[config.mk]
export PLATFORM = sky130hd
export DESIGN_NAME = seq_det_ctrl_flat
export DESIGN_NICKNAME = d
export VERILOG_FILES = /design/src/rtl/seq_det_pkg.sv /design/src/rtl/seq_det_ctrl_if.sv /design/src/rtl/mealy_1010.sv /design/src/rtl/seq_det_ctrl.sv /design/src/flat_wrapper.sv
export SDC_FILE = /design/constraint.sdc
export NUM_CORES = 1
export LEC_CHECK = 0
export ABC_AREA = 1
export CORE_MARGIN = 4
export CORE_UTILIZATION = 46
export CTS_CLUSTER_SIZE = 8
export DETAILED_ROUTE_END_ITERATION = 10
export GPL_TIMING_DRIVEN = 0
export PLACE_DENSITY = 0.76
export SYNTH_ARGS = -nofsm -noshare
export SYNTH_HDL_FRONTEND = slang
export SYNTH_SLANG_ARGS = --single-unit
[constraint.sdc]
create_clock -name clk -period 1.35 [get_ports clk]
set_input_delay 0.2025 -clock clk [delete_from_list [all_inputs] [get_ports clk]]
set_output_delay 0.2025 -clock clk [all_outputs]
set_load 0.02 [all_outputs]
[src/rtl/seq_det_pkg.sv]
// Shared encodings and constants for the word-level "1010" detector controller.
package seq_det_pkg;

  // Controller FSM states
  typedef enum logic [1:0] {
    ST_IDLE   = 2'd0,
    ST_SHIFT  = 2'd1,
    ST_REPORT = 2'd2
  } ctrl_state_e;

  // Bit-serial detector states: how much of the pattern has been seen so far
  typedef enum logic [1:0] {
    DET_S0 = 2'd0,  // nothing
    DET_S1 = 2'd1,  // "1"
    DET_S2 = 2'd2,  // "10"
    DET_S3 = 2'd3   // "101"
  } det_state_e;

  // Target pattern, oldest bit in position 3
  localparam logic [3:0] PATTERN = 4'b1010;

endpackage

[src/rtl/seq_det_ctrl_if.sv]
// Word-in / result-out handshake bundle plus serial-side observation signals.
interface seq_det_ctrl_if #(
  parameter int WIDTH = 8,
  parameter int CNT_W = 4,
  parameter int TOT_W = 16
);
  logic             word_valid;
  logic [WIDTH-1:0] word_in;
  logic             word_ready;
  logic             flush;
  logic             ser_valid;
  logic             ser_bit;
  logic             det_pulse;
  logic             res_valid;
  logic [CNT_W-1:0] res_count;
  logic             res_ready;
  logic [TOT_W-1:0] total_count;

  // Producer/consumer side
  modport master (
    output word_valid, word_in, flush, res_ready,
    input  word_ready, ser_valid, ser_bit, det_pulse, res_valid, res_count, total_count
  );

  // Controller side
  modport slave (
    input  word_valid, word_in, flush, res_ready,
    output word_ready, ser_valid, ser_bit, det_pulse, res_valid, res_count, total_count
  );
endinterface

[src/rtl/mealy_1010.sv]
// Bit-serial Mealy detector for overlapping occurrences of PATTERN.
module mealy_1010
  import seq_det_pkg::*;
(
  input  logic clk,
  input  logic rst,   // synchronous, active-low
  input  logic en,    // advance on this bit
  input  logic clr,   // return to S0 (forget history)
  input  logic din,
  output logic dout
);

  det_state_e state_q, state_d;

  // State register with synchronous active-low reset
  always_ff @(posedge clk) begin
    if (!rst) state_q <= DET_S0;
    else      state_q <= state_d;
  end

  // Next-state: clear wins, otherwise advance only when enabled
  always_comb begin
    state_d = state_q;
    if (clr) begin
      state_d = DET_S0;
    end else if (en) begin
      case (state_q)
        DET_S0:  state_d = (din == PATTERN[3]) ? DET_S1 : DET_S0;
        DET_S1:  state_d = (din == PATTERN[2]) ? DET_S2 : DET_S1;
        DET_S2:  state_d = (din == PATTERN[1]) ? DET_S3 : DET_S0;
        DET_S3:  state_d = (din == PATTERN[0]) ? DET_S2 : DET_S1; // match keeps "10" for overlap
        default: state_d = DET_S0;
      endcase
    end
  end

  // Mealy output: completing bit arrives while in S3
  always_comb begin
    dout = en && (state_q == DET_S3) && (din == PATTERN[0]);
  end

endmodule

[src/rtl/seq_det_ctrl.sv]
// Serializes words MSB-first into the detector, counts matches per word and in total.
module seq_det_ctrl
  import seq_det_pkg::*;
#(
  parameter int WIDTH = 8,
  parameter int CNT_W = 4,
  parameter int TOT_W = 16
) (
  input logic          clk,
  input logic          rst,   // synchronous, active-low
  seq_det_ctrl_if.slave bus
);

  localparam int IDX_W = (WIDTH > 1) ? $clog2(WIDTH) : 1;

  ctrl_state_e      state_q, state_d;
  logic [WIDTH-1:0] shreg_q, shreg_d;
  logic [IDX_W-1:0] idx_q, idx_d;
  logic [CNT_W-1:0] cnt_q, cnt_d;
  logic [TOT_W-1:0] total_q, total_d;

  logic ser_valid_w;
  logic ser_bit_w;
  logic det_clr_w;
  logic det_pulse_w;
  logic last_bit_w;

  assign last_bit_w = (idx_q == IDX_W'(WIDTH - 1));

  mealy_1010 u_det (
    .clk  (clk),
    .rst  (rst),
    .en   (ser_valid_w),
    .clr  (det_clr_w),
    .din  (ser_bit_w),
    .dout (det_pulse_w)
  );

  // FSM state register
  always_ff @(posedge clk) begin
    if (!rst) state_q <= ST_IDLE;
    else      state_q <= state_d;
  end

  // FSM next-state
  always_comb begin
    state_d = state_q;
    case (state_q)
      ST_IDLE:   if (bus.word_valid) state_d = ST_SHIFT;
      ST_SHIFT:  if (last_bit_w)     state_d = ST_REPORT;
      ST_REPORT: if (bus.res_ready)  state_d = ST_IDLE;
      default:   state_d = ST_IDLE;
    endcase
  end

  // FSM outputs; ser_bit is forced low outside SHIFT so idle outputs are clean
  always_comb begin
    bus.word_ready  = (state_q == ST_IDLE);
    ser_valid_w     = (state_q == ST_SHIFT);
    ser_bit_w       = (state_q == ST_SHIFT) && shreg_q[WIDTH-1];
    det_clr_w       = (state_q == ST_IDLE) && bus.flush;
    bus.ser_valid   = ser_valid_w;
    bus.ser_bit     = ser_bit_w;
    bus.det_pulse   = det_pulse_w;
    bus.res_valid   = (state_q == ST_REPORT);
    bus.res_count   = cnt_q;
    bus.total_count = total_q;
  end

  // Datapath registers
  always_ff @(posedge clk) begin
    if (!rst) begin
      shreg_q <= '0;
      idx_q   <= '0;
      cnt_q   <= '0;
      total_q <= '0;
    end else begin
      shreg_q <= shreg_d;
      idx_q   <= idx_d;
      cnt_q   <= cnt_d;
      total_q <= total_d;
    end
  end

  // Datapath next-state: load on accept, shift and count while serializing
  always_comb begin
    shreg_d = shreg_q;
    idx_d   = idx_q;
    cnt_d   = cnt_q;
    total_d = total_q;
    if ((state_q == ST_IDLE) && bus.word_valid) begin
      shreg_d = bus.word_in;
      idx_d   = '0;
      cnt_d   = '0;
    end else if (state_q == ST_SHIFT) begin
      shreg_d = {shreg_q[WIDTH-2:0], 1'b0};
      idx_d   = idx_q + IDX_W'(1);
      if (det_pulse_w) begin
        cnt_d = cnt_q + CNT_W'(1);
        if (total_q != {TOT_W{1'b1}}) total_d = total_q + TOT_W'(1);
      end
    end
  end

endmodule

[src/flat_wrapper.sv]
// flat-port wrapper written by rule: the top's interface ports become plain ports
module seq_det_ctrl_flat import seq_det_pkg::*;
#(
  parameter int WIDTH = 8,
  parameter int CNT_W = 4,
  parameter int TOT_W = 16
)
  (clk, rst, bus_word_valid, bus_word_in, bus_flush, bus_res_ready, bus_word_ready, bus_ser_valid, bus_ser_bit, bus_det_pulse, bus_res_valid, bus_res_count, bus_total_count);
  seq_det_ctrl_if #(.WIDTH(WIDTH), .CNT_W(CNT_W), .TOT_W(TOT_W)) bus_i ();
  input logic clk;
  input logic rst;
  input wire logic [$bits(bus_i.word_valid)-1:0] bus_word_valid;
  input wire logic [$bits(bus_i.word_in)-1:0] bus_word_in;
  input wire logic [$bits(bus_i.flush)-1:0] bus_flush;
  input wire logic [$bits(bus_i.res_ready)-1:0] bus_res_ready;
  output wire logic [$bits(bus_i.word_ready)-1:0] bus_word_ready;
  output wire logic [$bits(bus_i.ser_valid)-1:0] bus_ser_valid;
  output wire logic [$bits(bus_i.ser_bit)-1:0] bus_ser_bit;
  output wire logic [$bits(bus_i.det_pulse)-1:0] bus_det_pulse;
  output wire logic [$bits(bus_i.res_valid)-1:0] bus_res_valid;
  output wire logic [$bits(bus_i.res_count)-1:0] bus_res_count;
  output wire logic [$bits(bus_i.total_count)-1:0] bus_total_count;
  assign bus_i.word_valid = bus_word_valid;
  assign bus_i.word_in = bus_word_in;
  assign bus_i.flush = bus_flush;
  assign bus_i.res_ready = bus_res_ready;
  assign bus_word_ready = bus_i.word_ready;
  assign bus_ser_valid = bus_i.ser_valid;
  assign bus_ser_bit = bus_i.ser_bit;
  assign bus_det_pulse = bus_i.det_pulse;
  assign bus_res_valid = bus_i.res_valid;
  assign bus_res_count = bus_i.res_count;
  assign bus_total_count = bus_i.total_count;
  seq_det_ctrl #(.WIDTH(WIDTH), .CNT_W(CNT_W), .TOT_W(TOT_W)) u_core (.clk(clk), .rst(rst), .bus(bus_i));
endmodule
# After elaboration in Yosys (flattened, before gate mapping)
# Index checks and enable logic that the tools add are counted.
# totals
regBits	35
in_bits	13
output_inout_bits	25
wordCells	46
# classes
addsub	3
eq_ne	10
mux	10
bitwise_logic	3
reduce_logical	14
# op_table
op	count
16-bit by 1-bit adder with 16-bit output, second input constant	1
8-bit 2-to-1 mux	2
16-bit != test, second input constant	1
2-bit case mux with 3 select lines	2
2-bit 2-to-1 mux	5
2-bit equality test, second input constant	3
2-bit OR reduction	3
1-bit logical AND	5
4-bit by 1-bit adder with 4-bit output, second input constant	1
2-bit by 1-bit equality test with 1-bit output, second input constant	2
2-bit zero test	2
2-bit != test, second input constant	2
4-bit AND reduction	1
3-bit by 1-bit adder with 3-bit output, second input constant	1
3-bit equality test, second input constant	1
1-bit NOT	3
3-bit AND reduction	1
2-bit by 1-bit != test with 1-bit output, second input constant	1
2-bit AND reduction	1
2-bit nonzero test	1
1-bit 2-to-1 mux	1

# Logic depth before layout (Yosys ltp)
# Gate-level depths: netlist of run 1.
# logic_depth
word_depth	5
mapped_depth	10
depth_no_buf	10

# By module
# From an unflattened synthesis of run 1, not the netlist that was laid out.
# hier_totals
cells_unflattened	264
hier_area_um2	1931.9
# modules_own_cells
module	n_inst	cells_each	area_each_um2	seq_area_each_um2
seq_det_ctrl	1	250	1833.0	660.6
mealy_1010	1	14	98.8	40.0

# Least setup slack after synthesis of run 1
# No wires, ideal clock.
# synth_path
path_kind	reg2reg
start	reg u_core.total_q[0] (netlist: u_core.bus.total_count[0])
end	reg u_core.total_q[15] (netlist: u_core.bus.total_count[15])
setup_time_ps	115
arrival_ps	1513
required_ps	1235
slack_ps	-278
stages_incl_launch_ff	10
n_path_buf	1
synth_period_minus_slack_ps	1628
path_cell_list	dfxtp_1 > ha_1 > nand2_1 > nor2_2 > nand2_2 > nor2_4 > nor2_4 > buf_6 > a21oi_1 > nor2_1
# synth_between
elab_chain_cells	2
word_cells_on_any_way	3
classes_between	add/sub: 1; eq/ne: 1; reduce/logical: 1
# synth_rtl
item	line	rtl
from (decl)	seq_det_ctrl.sv:20	logic [TOT_W-1:0] total_q, total_d;
from (signal assigned)	seq_det_ctrl.sv:81	total_q <= total_d;
parallel branches: the longest is 2 deep, another holds 16-bit by 1-bit adder with 16-bit output	-	
# Several ways; the timed one is not identified.
# A chain may end at the register's enable or synchronous reset.

# Final worst setup path of run 1
# layout_path
start	reg u_core.total_q[9] (netlist: u_core.bus.total_count[9])
end	reg u_core.total_q[15] (netlist: u_core.bus.total_count[15])
# The elaborated chain is that of the path after synthesis.

==> results of run 1 <==
==> cell families after synthesis <==
group,after synthesis
AO/OA/AOI/OAI,28
XOR/XNOR,1
adder cells (fa/ha/maj),4
buffers and inverters,38
flip-flops,35
AND/OR/NAND/NOR,172
==> routing by layer <==
metal | up-vias | wire length (um)
met5 | - | 0
met4 | 0 | 181
met3 | 20 | 332
met2 | 88 | 3000
met1 | 957 | 2090
li1 | 1008 | -
==> synthesized netlist by cell type (2+ instances only) <==
library cell,number
nor2_2,4
buf_2,2
o21ai_0,3
inv_1,30
buf_6,4
a21oi_1,16
nor3_1,3
nand2_2,2
nand2_1,87
a31oi_1,7
dfxtp_1,35
ha_1,4
nor2_4,4
nand3_1,20
nor2_1,43
nand3b_1,2
==> worst register-to-register path, stage by stage, from the launching register on <==
cell     delay, ps
dfxtp_4        380
nand2_1        120
nor2_2         200
nand2_2        120
nor2_4         150
nor2_4          80
buf_4          170
a21oi_2        130
nor2_1          50
==> power groups by stage <==
stage	clock (uW)	combinational (uW)	sequential, uW
CTS	754	361	1080
finish	760	399	1080
global route	805	432	1080
detailed placement	0	293	1110
floorplan	0	197	1100
global placement	0	292	1100
==> cell type report <==
class,instances,area [um2],area share
inverters,30,118,0.0410
multi-input cells,205,1260,0.440
flip-flops and latches,35,737,0.257
plain buffers,7,61.3,0.0214
well taps,48,60.1,0.0209
clock inverters,2,7.51,0.00261
clock buffers,6,72.6,0.0253
repair buffers,59,552,0.192
==> final timing paths <==
path	from	endpoint	slack (ps)	cells after the start
setup / recovery	u_core.bus.total_count[9]	u_core.bus.total_count[15]	-140	8
hold / removal	rst	u_core.bus.total_count[2]	220	3
setup reg to reg	u_core.bus.total_count[9]	u_core.bus.total_count[15]	-140	8
hold reg to reg	u_core.idx_q[2]	u_core.idx_q[2]	470	2
==> cell usage in the layout, fill, tap and decap left out, types with 3 or more instances in the layout <==
| cell | instances |
|---|---|
| clkbuf_8 | 5 |
| nand3_2 | 16 |
| nand3_1 | 4 |
| nand2_2 | 6 |
| buf_4 | 20 |
| ha_1 | 3 |
| dfxtp_2 | 14 |
| a21oi_2 | 8 |
| nand2_4 | 3 |
| buf_6 | 9 |
| nor2_2 | 11 |
| dfxtp_4 | 5 |
| nor2_4 | 12 |
| dlygate4sd2_1 | 19 |
| dfxtp_1 | 16 |
| inv_1 | 25 |
| inv_2 | 3 |
| nand2_1 | 80 |
| nor2_1 | 28 |
| clkdlybuf4s50_1 | 11 |
| a21oi_1 | 8 |
| a31oi_1 | 7 |
==> metrics by stage <==
step                      instances  utilization  setup WS, ps  power (uW)  cell area [um2]
after floorplan                 278            -         -47.3        1300             1940
after global placement          362        0.622          -394        1400             2360
after detailed placement        362        0.622          -397        1400             2360
after CTS                       387        0.716          -100        2200             2720
after global routing            392        0.756          -233        2320             2870
final                           392        0.756          -143        2240             2870
==> state kept, by name, summed over array words and instances, names as in the netlist <==
name,cells
u_core.u_det.state_q,2
u_core.bus.res_count,4
u_core.bus.total_count,16
u_core.idx_q,3
u_core.shreg_q,8
u_core.state_q,2
==> what timing repair did <==
item                       4_1_cts  5_1_grt
pin swaps                       13       18
setup buffers                   14        7
hold buffers                     0        0
cloned                           3        0
gates resized for setup         92       35
setup endpoints to repair       43       37
==> flow_summary_export.csv, run 1 <==
group,metric,value,unit
finish,antennaDiodeCount,0,
critical_path,path_common_cell,"nor2_4",
finish,fill_cells,254,
outcome,failed_checks,"setup timing",
routing,wl_per_cell,14.3,um
critical_path,crit_family,"simple AND/OR/NAND/NOR gates",
global_route,met1_usage,0.220,
routing,firstDrtPassIters,4,
logic_synthesis,synth_ff_type,"dfxtp_1",
timing,hold_violations,0,
global_route,grt_pass1_wl,8390,um
timing,post-route-min-period,1490,ps
global_route,gr-usage-met3,0.0477,
logic_synthesis,ys_ff_latch,35,
clock_tree,cts_buffers,5,
critical_path,slowest_stage,"dfxtp_4",
clock_tree,ctsHtreeMaxLevel,2,
logic_synthesis,synth_edf_count,0,
logic_synthesis,synth_compound_area_frac,0.0825,
routing,ant_nets,0,
critical_path,worstPathArrival,1700,ps
global_route,grt_max_degree,11,
logic_synthesis,synthCells,278,
logic_synthesis,synth_fa_ha_area_frac,0.0268,
floorplanning,die_x,71.7,um
timing,tightestPinTransition,523,ps
pwr,vdd_drop_max,0.800,mV
placement,hpwlAfterDp,3160,um
timing,worst_slack,-143,ps
hold_path,hold_path.class,"input pin to register",
clock_tree,clockBufferDepth,2,
critical_path,worstSetupPathType,"register to register",
critical_path,crit_fanout,8,
routing,postRouteWirelength,5610,um
timing,finalSetupViolCount,19,
outcome,status,"finished, violations left",
timing,hold_ws,216,ps
run,cap_viol_max_count,0,
logic_synthesis,synthesis.area,1870,um2
placement,port_buffers,36,
floorplanning,io_pins,38,
logic_synthesis,ys_seq_area_frac,0.376,
finish,area_growth_syn_to_layout,53.9,%
global_route,grt_pass1_vias,1918,
pwr,power.internal,1590,uW
floorplanning,num_rows,22,
global_route,track_usage,0.208,
global_route,grt.met2_usage,0.388,
critical_path,max_stage_delay,380,ps
logic_synthesis,synth_area_leaders,"dfxtp_1 38%, nand2_1 18%, nor2_1 8.7%",
logic_synthesis,synthMuxAreaShare,0,
floorplanning,die_y,71.7,um
pwr,netSwitchingFraction,0.292,
routing,drt_iter0_markers,185,
pwr,p_seq_frac,0.483,
logic_synthesis,avgSynthCellArea,6.71,um2
timing,fmax,0.670,GHz
logic_synthesis,synthXorXnorAreaFrac,0.00469,
pwr,clockPowerShare,0.339,
floorplanning,die-area,5140,um2
global_route,overflow,0,
clock_tree,clk_latency,300,ps
finish,layout.nets,360,
pwr,switchingPower,654,uW
clock_tree,clock-root-buffer,"clkbuf_8",
logic_synthesis,synth_top_family_by_area,"simple AND/OR/NAND/NOR gates",
logic_synthesis,ys_types,28,
pwr,power-per-cell-area,780,nW/um2
logic_synthesis,yosys_warnings,0,
global_route,busiest_layer,"met2",
clock_tree,numClockSinks,35,
routing,route.detailed.drc,0,
clock_tree,clkSlewWorstSetupHoldPaths,70,ps
routing,vias,2073,
routing,vias_per_cell,5.29,
floorplanning,start_util,0.491,
global_route,antenna_found_initial,0,
timing,period_share,1.11,
logic_synthesis,synth_top_area_frac,0.376,
pwr,pwr-share-comb,0.178,
critical_path,path_cells,"nand2_1 -> nor2_2 -> nand2_2 -> nor2_4 -> nor2_4 -> buf_4 -> a21oi_2 -> nor2_1",
logic_synthesis,synth_nets,295,
timing,fin_skew,3.92,ps
critical_path,end_kind,"register",
timing,timing.setup.tns,-1870,ps
clock_tree,cts_tree,"built",
critical_path,critPathBufInv,1,
placement,place.gp.congestion,0.877,
logic_synthesis,synth_simple_gate_area_frac,0.416,
pwr,p_leak,0.00124,uW
critical_path,critical_path_required,1550,ps
finish,drive_gt1_frac,0.372,
critical_path,start_kind,"register",
floorplanning,core_area,3800,um2
timing,slew_violations,0,
timing,relSlewSlack,0.651,
timing,rsz0062_at_grt,"yes",
logic_synthesis,async_flop_share,0,
logic_synthesis,synth_largest_area_cell,"dfxtp_1",
(Power assumes the default switching activity.)
==> inputs of run 2 (changes only) <==
- ABC_CLOCK_PERIOD_IN_PS: not set -> 1350
- CAP_MARGIN: not set -> 30
- RECOVER_POWER: not set -> 100
==> results of run 2 <==
No change in the layout: final DEF, timing and power equal those of run 1.
